## config.mk

```make
export PLATFORM = sky130hd
export DESIGN_NAME = alu_issue_ctrl
export DESIGN_NICKNAME = d
export VERILOG_FILES = /design/src/rtl/alu_issue_ctrl.sv
export SDC_FILE = /design/constraint.sdc
export NUM_CORES = 1
export LEC_CHECK = 0
export ABC_AREA = 1
export CAP_MARGIN = 20
export CORE_ASPECT_RATIO = 1.25
export CORE_MARGIN = 4
export CORE_UTILIZATION = 52
export CTS_CLUSTER_DIAMETER = 30
export CTS_CLUSTER_SIZE = 24
export DETAILED_ROUTE_END_ITERATION = 6
export PLACE_DENSITY = 0.85
export SLEW_MARGIN = 30
export SYNTH_ARGS = -nofsm -noshare
export SYNTH_HDL_FRONTEND = slang
export SYNTH_SLANG_ARGS = --single-unit
export TNS_END_PERCENT = 1
```

## constraint.sdc

```tcl
create_clock -name clk -period 2.9 [get_ports clk]
set_clock_uncertainty 0.2 [all_clocks]
set_input_delay 0.58 -clock clk [delete_from_list [all_inputs] [get_ports clk]]
set_output_delay 0.58 -clock clk [all_outputs]
set_load 0.02 [all_outputs]
```

## src/rtl/alu_issue_ctrl.sv

```systemverilog
// Issue controller sitting between an instruction source and a fixed-latency 4-bit ALU.
// Accepts one instruction at a time, optionally forwards the last result as operand A.
module alu_issue_ctrl #(
   parameter int ALU_LAT = 1
) (
   input  logic        clk,
   input  logic        rst,
   input  logic        instr_valid,
   input  logic [11:0] instr,
   input  logic        instr_fwd,
   output logic        instr_ready,
   output logic        alu_en,
   output logic [3:0]  alu_a,
   output logic [3:0]  alu_b,
   output logic [3:0]  alu_fun,
   input  logic [3:0]  alu_out,
   input  logic        alu_carry,
   output logic        res_valid,
   output logic [3:0]  res_data,
   output logic        res_carry,
   input  logic        res_ready,
   output logic        illegal,
   output logic [7:0]  op_count,
   output logic [7:0]  err_count
);

   typedef enum logic [2:0] {IDLE, ISSUE, WAIT, DONE, ERR} state_t;

   localparam logic [2:0] LAT_LOAD = 3'(ALU_LAT);

   state_t     state;
   state_t     state_nxt;
   logic       up;
   logic       accept;
   logic       drive_ops;
   logic       capture;
   logic [3:0] fun_q;
   logic [3:0] a_q;
   logic [3:0] b_q;
   logic       fwd_q;
   logic [3:0] last_res;
   logic [2:0] wait_cnt;

   function automatic logic is_legal(input logic [3:0] f);
      return (f <= 4'd5) || (f == 4'd8) || (f == 4'd9);
   endfunction

   function automatic logic [7:0] sat_inc(input logic [7:0] c);
      return (c == 8'hFF) ? c : c + 8'd1;
   endfunction

   always_ff @(posedge clk or negedge rst) begin
      if (!rst) begin
         state <= IDLE;
      end else begin
         state <= state_nxt;
      end
   end

   // up holds instr_ready low until the first edge after reset release.
   always_comb begin
      state_nxt   = state;
      instr_ready = 1'b0;
      accept      = 1'b0;
      alu_en      = 1'b0;
      drive_ops   = 1'b0;
      capture     = 1'b0;
      res_valid   = 1'b0;
      illegal     = 1'b0;
      case (state)
         IDLE: begin
            instr_ready = up;
            if (up && instr_valid) begin
               accept    = 1'b1;
               state_nxt = is_legal(instr[11:8]) ? ISSUE : ERR;
            end
         end
         ISSUE: begin
            alu_en    = 1'b1;
            drive_ops = 1'b1;
            state_nxt = WAIT;
         end
         WAIT: begin
            drive_ops = 1'b1;
            if (wait_cnt == 3'd0) begin
               capture   = 1'b1;
               state_nxt = DONE;
            end
         end
         DONE: begin
            res_valid = 1'b1;
            if (res_ready) state_nxt = IDLE;
         end
         ERR: begin
            illegal   = 1'b1;
            state_nxt = IDLE;
         end
         default: state_nxt = IDLE;
      endcase
   end

   assign alu_a   = drive_ops ? (fwd_q ? last_res : a_q) : 4'd0;
   assign alu_b   = drive_ops ? b_q   : 4'd0;
   assign alu_fun = drive_ops ? fun_q : 4'd0;

   // The counter is loaded with ALU_LAT in ISSUE and the capture happens on the
   // edge where it has reached zero, i.e. ALU_LAT+1 edges after the alu_en cycle.
   always_ff @(posedge clk or negedge rst) begin
      if (!rst) begin
         up        <= 1'b0;
         fun_q     <= 4'd0;
         a_q       <= 4'd0;
         b_q       <= 4'd0;
         fwd_q     <= 1'b0;
         wait_cnt  <= 3'd0;
         last_res  <= 4'd0;
         res_data  <= 4'd0;
         res_carry <= 1'b0;
         op_count  <= 8'd0;
         err_count <= 8'd0;
      end else begin
         up <= 1'b1;
         if (accept) begin
            fun_q <= instr[11:8];
            a_q   <= instr[7:4];
            b_q   <= instr[3:0];
            fwd_q <= instr_fwd;
            if (!is_legal(instr[11:8])) err_count <= sat_inc(err_count);
         end
         if (state == ISSUE) begin
            wait_cnt <= LAT_LOAD;
         end else if (state == WAIT && wait_cnt != 3'd0) begin
            wait_cnt <= wait_cnt - 3'd1;
         end
         if (capture) begin
            res_data  <= alu_out;
            res_carry <= alu_carry;
            last_res  <= alu_out;
            op_count  <= sat_inc(op_count);
         end
      end
   end

endmodule

```

==> impl_metrics.json, run 1 <==
{
  "unrepaired_setup_endpoints_after_global_routing": "no",
  "drive_gt1_share_pct": 8.33,
  "ys_seq_area_share_pct": 45.5,
  "run_status": "complete, no violations",
  "placeableCoreArea_um2": 4130,
  "worst_skew_pair.late_latency_ps": 300,
  "synth-main-ff-cell": "sky130_fd_sc_hd__dfrtp_1",
  "cts_setup_buffers": 0,
  "floorplan.die_area_um2": 5460,
  "finalCoreUtilization_pct": 72.3,
  "tritoncts.num_buffers": 5,
  "cts-root-buf": "sky130_fd_sc_hd__clkbuf_8",
  "min_period_over_period_pct": 93.9,
  "synth_compound_area_share_pct": 7.22,
  "routedWlPerCell_um": 12.1,
  "final.setup.tns_ps": 0,
  "postLayoutCellArea_um2": 2990,
  "area_growth_syn_to_fin_pct": 32.5,
  "rows": 26,
  "die_height_um": 81.6,
  "worstSetupEndpointType": "output pin",
  "static-leakage-power_nw": 1.64,
  "detailedRoute.firstIterationViolations": 65,
  "initial_core_util_pct": 54.5,
  "start_kind": "flip-flop",
  "netlist.top_cell.by_area": "sky130_fd_sc_hd__dfrtp_1",
  "die_width_um": 66.9,
  "post-route-min-period_ps": 2720,
  "dpl.cell_count": 408,
  "number_of_endpoints_failing_setup_at_the_final_stage": 0,
  "detail_route.drc_violations": 0,
  "synth-edff-count": 0,
  "yosys_warnings": 0,
  "via_count_of_the_first_global_routing_pass": 1952,
  "syn_area_um2": 2250,
  "worst_r2r_path_depth": 8,
  "cell_with_the_most_instances_after_synthesis": "sky130_fd_sc_hd__nand2_1",
  "tritoncts": "built",
  "ys_types": 26,
  "worst_slew_margin_rel_pct": 66.0,
  "htree_levels": 2,
  "synthesis.area_per_instance_um2": 7.61,
  "syn_nets": 322,
  "post_synth_and_or_nand_nor_area_fraction_pct": 35.2,
  "placement.cell_area_um2": 2880,
  "power_per_cell_area_nw_per_um2": 920,
  "post_synth_xor_xnor_area_pct": 1.55,
  "netlist_instances": 296,
  "max-clock-path-buffers": 2,
  "critical_path_peak_fanout": 5,
  "route.vias.total": 2004,
  "i_o_buffers": 58,
  "portion_of_synthesized_cell_area_occupied_by_the_leading_cell_type_pct": 45.5,
  "final_stage_net_count": 385,
  "hold_path_class": "primary input to asynchronous set/reset pin",
  "achievable-frequency_ghz": 0.367,
  "number_of_flip_flops_and_latches_in_the_synthesized_netlist": 41,
  "dr.pass1.iters": 4,
  "synth_top_family_by_area": "simple AND/OR/NAND/NOR gates",
  "number_of_endpoints_with_negative_hold_slack_in_the_final_report": 0,
  "grt_start_max_net_pins": 42,
  "cp_data_arrival_time_ps": 1940,
  "drt-vias-per-instance": 4.82,
  "final-instance-count-excl-fill": 416,
  "design.portCount": 59,
  "dpl.hpwl_um": 3730,
  "grt_util_all_layers_pct": 20.2,
  "path_class": "flip-flop to output pin",
  "synth.mux.area_fraction_pct": 0,
  "critical_path.reg2reg.startpoint": "err_count[0]",
  "worst_setup_hold_path_clk_slew_ps": 80,
  "power.ir.vdd_worst_mv": 0.675,
  "synth_async_reset_ratio_pct": 100,
  "tightestPinTransition_ps": 509,
  "numClockSinks": 41,
  "grt_first_pass_wirelength_um": 8470,
  "antennaDiodeCount": 0,
  "slew_viol_final": 0,
  "ant_nets": 0,
  "synthTopCellsByCount": "sky130_fd_sc_hd__nand2_1 (125), sky130_fd_sc_hd__dfrtp_1 (41), sky130_fd_sc_hd__inv_1 (37)",
  "place.gp.congestion": 0.822,
  "postCtsHoldBufs": 0,
  "netlist_top_cells_area": "sky130_fd_sc_hd__dfrtp_1 (46%), sky130_fd_sc_hd__nand2_1 (21%), sky130_fd_sc_hd__inv_1 (6.2%), sky130_fd_sc_hd__nor2_1 (4.0%), sky130_fd_sc_hd__o21ai_2 (3.5%)",
  "global_route.overflow_total": 0,
  "cap_viol_max_count": 0,
  "synth_adder_area_share_pct": 2.22,
  "number_of_antenna_violations_at_the_first_check_in_global_routing": 0,
  "finalWirelength_um": 5050,
  "worstPathRequired_ps": 2120,
  "setup.worst_path.start": "state[0]"
}
cell type report:
cell class / instances / area (µm²)
multi-input cells: 212 / 1050
clock buffers: 6 / 72.6
fillers: 344 / 1150
repair buffers: 58 / 598
inverters: 41 / 159
well taps: 56 / 70.1
clock inverters: 2 / 10.0
flip-flops and latches: 41 / 1030
sequential cells by signal, indices dropped and copies added (netlist names):
register / count
up: 1
fun_q: 4
b_q: 4
res_carry: 1
wait_cnt: 3
a_q: 4
fwd_q: 1
op_count: 8
last_res: 4
state: 3
err_count: 8
timing repair:
action                                 CTS  global route
setup endpoints to repair                0            10
endpoints found under the hold margin    0             0
gates resized for setup                  0             9
final timing paths:
path                                 to  slack [ps]
max                            alu_a[0]         180
min in group clk               fun_q[3]         300
min reg2reg                    fun_q[3]         300
min                                  up          50
max reg2reg                err_count[7]        1120
max in group asynchronous  err_count[7]        2100
cell usage in the layout (no fill, tap or decap), types with 2 or more instances in the layout:
cell,instances
sky130_fd_sc_hd__nand2_1,125
sky130_fd_sc_hd__clkdlybuf4s50_1,49
sky130_fd_sc_hd__dfrtp_1,41
sky130_fd_sc_hd__inv_1,37
sky130_fd_sc_hd__nor2_1,24
sky130_fd_sc_hd__o21ai_0,12
sky130_fd_sc_hd__nand3_1,12
sky130_fd_sc_hd__o21ai_2,9
sky130_fd_sc_hd__dlymetal6s2s_1,8
sky130_fd_sc_hd__nand3b_1,5
sky130_fd_sc_hd__clkbuf_8,5
sky130_fd_sc_hd__ha_1,4
sky130_fd_sc_hd__inv_2,3
sky130_fd_sc_hd__xnor2_1,3
sky130_fd_sc_hd__nand3_4,2
sky130_fd_sc_hd__nor3_1,2
sky130_fd_sc_hd__nor2_8,2
sky130_fd_sc_hd__nand2_4,2
sky130_fd_sc_hd__a21oi_1,2
sky130_fd_sc_hd__clkinv_2,2
stage by stage:
step / setup WS [ps] / hold WS (ps) / power (mW)
global placement: 434 / 272 / 2.37
finish: 176 / 50.0 / 2.75
floorplan: 942 / 84.4 / 1.84
CTS: 14.0 / 239 / 2.78
global route: 77.5 / 85.4 / 2.96
detailed placement: 340 / 272 / 2.41
worst max-delay path: stages (launching register included):
cell and delay, ps:
sky130_fd_sc_hd__dfrtp_1 460, sky130_fd_sc_hd__inv_1 180, sky130_fd_sc_hd__nand3_4 140, sky130_fd_sc_hd__nand2_2 150, sky130_fd_sc_hd__nand2_1 60, sky130_fd_sc_hd__inv_1 60, sky130_fd_sc_hd__clkdlybuf4s50_1 600
power by group:
part           leakage, nW  internal [mW]  switching (mW)  total, mW
Combinational         1.07          0.609           0.824       1.43
Sequential           0.523          0.777           0.171      0.948
Clock               0.0450          0.167           0.198      0.364
per-layer routing:
metal / vias to the layer above / global-route usage [%] / share of wire (%) / wire length [µm]
met2: 53 / 35.3 / 50 / 2530
li1: 1028 / - / - / -
met5: - / 0 / 0 / 0
met1: 918 / 24.7 / 44 / 2240
met3: 5 / 4.10 / 4.4 / 224
met4: 0 / 6.49 / 1.2 / 61
cell families (layout without fill, tap and decap cells):
logic type / Yosys count / in the layout
xor+xnor: 4 / 4
fa+ha+maj: 4 / 4
simple gates: 178 / 178
flops: 41 / 41
other cells: 1 / 1
buf+inv: 43 / 107
compound gates: 25 / 25
Note: power is estimated with default switching activity, not from simulation.
==> run 2, diff against run 1 <==
--- a/config.mk
+++ b/config.mk
@@ -10,7 +10,6 @@
 export CORE_ASPECT_RATIO = 1.25
 export CORE_MARGIN = 4
 export CORE_UTILIZATION = 52
-export CTS_CLUSTER_DIAMETER = 30
 export CTS_CLUSTER_SIZE = 24
 export DETAILED_ROUTE_END_ITERATION = 6
 export PLACE_DENSITY = 0.85
==> results of run 2 <==
No change in the layout: final DEF, timing and power equal those of run 1.
==> run 3, diff against run 2 <==
--- a/config.mk
+++ b/config.mk
@@ -9,10 +9,10 @@
 export CAP_MARGIN = 20
 export CORE_ASPECT_RATIO = 1.25
 export CORE_MARGIN = 4
-export CORE_UTILIZATION = 52
+export CORE_UTILIZATION = 49
 export CTS_CLUSTER_SIZE = 24
 export DETAILED_ROUTE_END_ITERATION = 6
-export PLACE_DENSITY = 0.85
+export PLACE_DENSITY = 0.8
 export SLEW_MARGIN = 30
 export SYNTH_ARGS = -nofsm -noshare
 export SYNTH_HDL_FRONTEND = slang
==> constraint.sdc (replaced) <==
create_clock -name clk -period 2.8 [get_ports clk]
set_clock_uncertainty 0.2 [all_clocks]
set_input_delay 0.56 -clock clk [delete_from_list [all_inputs] [get_ports clk]]
set_output_delay 0.56 -clock clk [all_outputs]
set_load 0.05 [all_outputs]
==> impl_metrics.json, run 3 (synthesized netlist as in run 1, its figures left out) <==
{
  "rows": 27,
  "antennaDiodeCount": 0,
  "timing.hold.ws_ps": 13.5,
  "reg.largest.list": "err_count (8), op_count (8)",
  "achievable-frequency_ghz": 0.372,
  "layout.cells.most_common_list": "sky130_fd_sc_hd__nand2_1 (125), sky130_fd_sc_hd__clkdlybuf4s50_1 (45), sky130_fd_sc_hd__dfrtp_1 (41)",
  "worstSetupEndpointType": "output pin",
  "grt_first_pass_wirelength_um": 8310,
  "cap_viol_max_count": 0,
  "start_kind": "flip-flop",
  "power_per_cell_area_nw_per_um2": 1100,
  "drt-vias-per-instance": 4.82,
  "htree_levels": 2,
  "postCtsHoldBufs": 0,
  "die_width_um": 68.7,
  "worst_slew_margin_rel_pct": 66.0,
  "hold_path_class": "primary input to asynchronous set/reset pin",
  "tightestPinTransition_ps": 508,
  "final_stage_net_count": 387,
  "final.setup.tns_ps": 0,
  "grt_start_max_net_pins": 22,
  "cts-root-buf": "sky130_fd_sc_hd__clkbuf_8",
  "max_stage_delay_ps": 800,
  "global_route.overflow_total": 0,
  "slew_viol_final": 0,
  "detail_route.drc_violations": 0,
  "min_period_over_period_pct": 95.9,
  "worstPathRequired_ps": 2040,
  "path_class": "flip-flop to output pin",
  "tritoncts": "built",
  "number_of_endpoints_failing_setup_at_the_final_stage": 0,
  "postLayoutCellArea_um2": 2960,
  "area_growth_syn_to_fin_pct": 31.1,
  "place.gp.congestion": 0.830,
  "i_o_buffers": 58,
  "via_count_of_the_first_global_routing_pass": 1876,
  "cp_data_arrival_time_ps": 1930,
  "tritoncts.num_buffers": 5,
  "floorplan.die_area_um2": 5750,
  "finalWirelength_um": 4830,
  "design.portCount": 59,
  "drive_gt1_share_pct": 11.3,
  "route.vias.total": 2025,
  "cts_setup_buffers": 0,
  "grt_util_all_layers_pct": 18.6,
  "ant_nets": 0,
  "routedWlPerCell_um": 11.5,
  "cell_repeated_most_along_the_worst_path": "sky130_fd_sc_hd__inv_1",
  "post_cts_resized": 0,
  "max-clock-path-buffers": 2,
  "mostFrequentLayoutCell": "sky130_fd_sc_hd__nand2_1",
  "dr.pass1.iters": 4,
  "dpl.hpwl_um": 3760,
  "unrepaired_setup_endpoints_after_global_routing": "no",
  "numClockSinks": 41,
  "path_cells": "inv_1 > nand3_1 > inv_1 > clkdlybuf4s50_1",
  "number_of_antenna_violations_at_the_first_check_in_global_routing": 0,
  "critPathBufInv": 3,
  "detailedRoute.firstIterationViolations": 118,
  "static-leakage-power_nw": 1.54,
  "crit_slowest_cell": "sky130_fd_sc_hd__clkdlybuf4s50_1",
  "crit_family": "buffers and inverters",
  "placeableCoreArea_um2": 4430,
  "worst_skew_pair.late_latency_ps": 290,
  "power.ir.vdd_worst_mv": 0.571,
  "number_of_endpoints_with_negative_hold_slack_in_the_final_report": 0,
  "worst_setup_hold_path_clk_slew_ps": 70,
  "run_status": "complete, no violations",
  "initial_core_util_pct": 50.9,
  "die_height_um": 83.8,
  "post-route-min-period_ps": 2690,
  "critical_path_peak_fanout": 5,
  "placement.cell_area_um2": 2880
}
run 3: cell count changes in the layout (fill, tap and decap cells not counted):
cell,change
sky130_fd_sc_hd__clkbuf_1,+2
sky130_fd_sc_hd__nand3_2,-1
sky130_fd_sc_hd__clkdlybuf4s50_1,-4
sky130_fd_sc_hd__nand3_1,+1
sky130_fd_sc_hd__clkinv_2,-2
sky130_fd_sc_hd__buf_2,+1
sky130_fd_sc_hd__dlymetal6s2s_1,-8
sky130_fd_sc_hd__buf_4,+12
sky130_fd_sc_hd__buf_12,+1
run 3: path summary, 6_finish.rpt:
path                                end  cells after the start          from  slack [ps]
min in group clk               fun_q[1]                      2      fun_q[1]         290
min reg2reg                    fun_q[1]                      2      fun_q[1]         290
min                        err_count[0]                      1           rst          10
max in group asynchronous   wait_cnt[2]                      2           rst        1830
max reg2reg                err_count[6]                      8  err_count[0]        1020
max                              alu_en                      4      state[1]         110
run 3: where the power goes:
group / internal (mW) / switching, mW / total [mW]
sequential: 0.805 / 0.175 / 0.980
clock: 0.177 / 0.183 / 0.360
combinational: 0.622 / 1.30 / 1.92
run 3: cell type report:
type	count	area [µm²]
fill	397	1470
sequential	41	1030
multi-input combinational	212	1040
inverter	41	159
clock buffer	8	80.1
tap	58	72.6
timing repair buffer	60	573
run 3: worst reg2reg max path, cell delays in order (launching register included):
cell and delay, ps:
sky130_fd_sc_hd__dfrtp_1 420, sky130_fd_sc_hd__ha_1 230, sky130_fd_sc_hd__nand2_1 120, sky130_fd_sc_hd__nor2_1 70, sky130_fd_sc_hd__nand2_1 240, sky130_fd_sc_hd__nand2_1 90
sky130_fd_sc_hd__nor2_1 210, sky130_fd_sc_hd__nand2_1 80, sky130_fd_sc_hd__nand2_1 60
run 3: per-stage QoR:
step,util [%],std cells,power [mW],setup WS (ps)
2_1_floorplan,-,296,2.34,397
3_3_place_gp,65.0,412,2.88,453
3_5_place_dp,65.0,412,2.93,428
4_1_cts,66.8,420,3.30,102
5_1_grt,66.8,420,3.48,24.1
6_report,66.8,420,3.26,114
run 3: layer usage:
layer,wire (µm),vias to the layer above,track usage (%)
met5,0,-,0
met1,2100,939,24.0
met3,256,6,4.18
met2,2410,47,30.4
li1,-,1033,-
met4,63,0,5.79
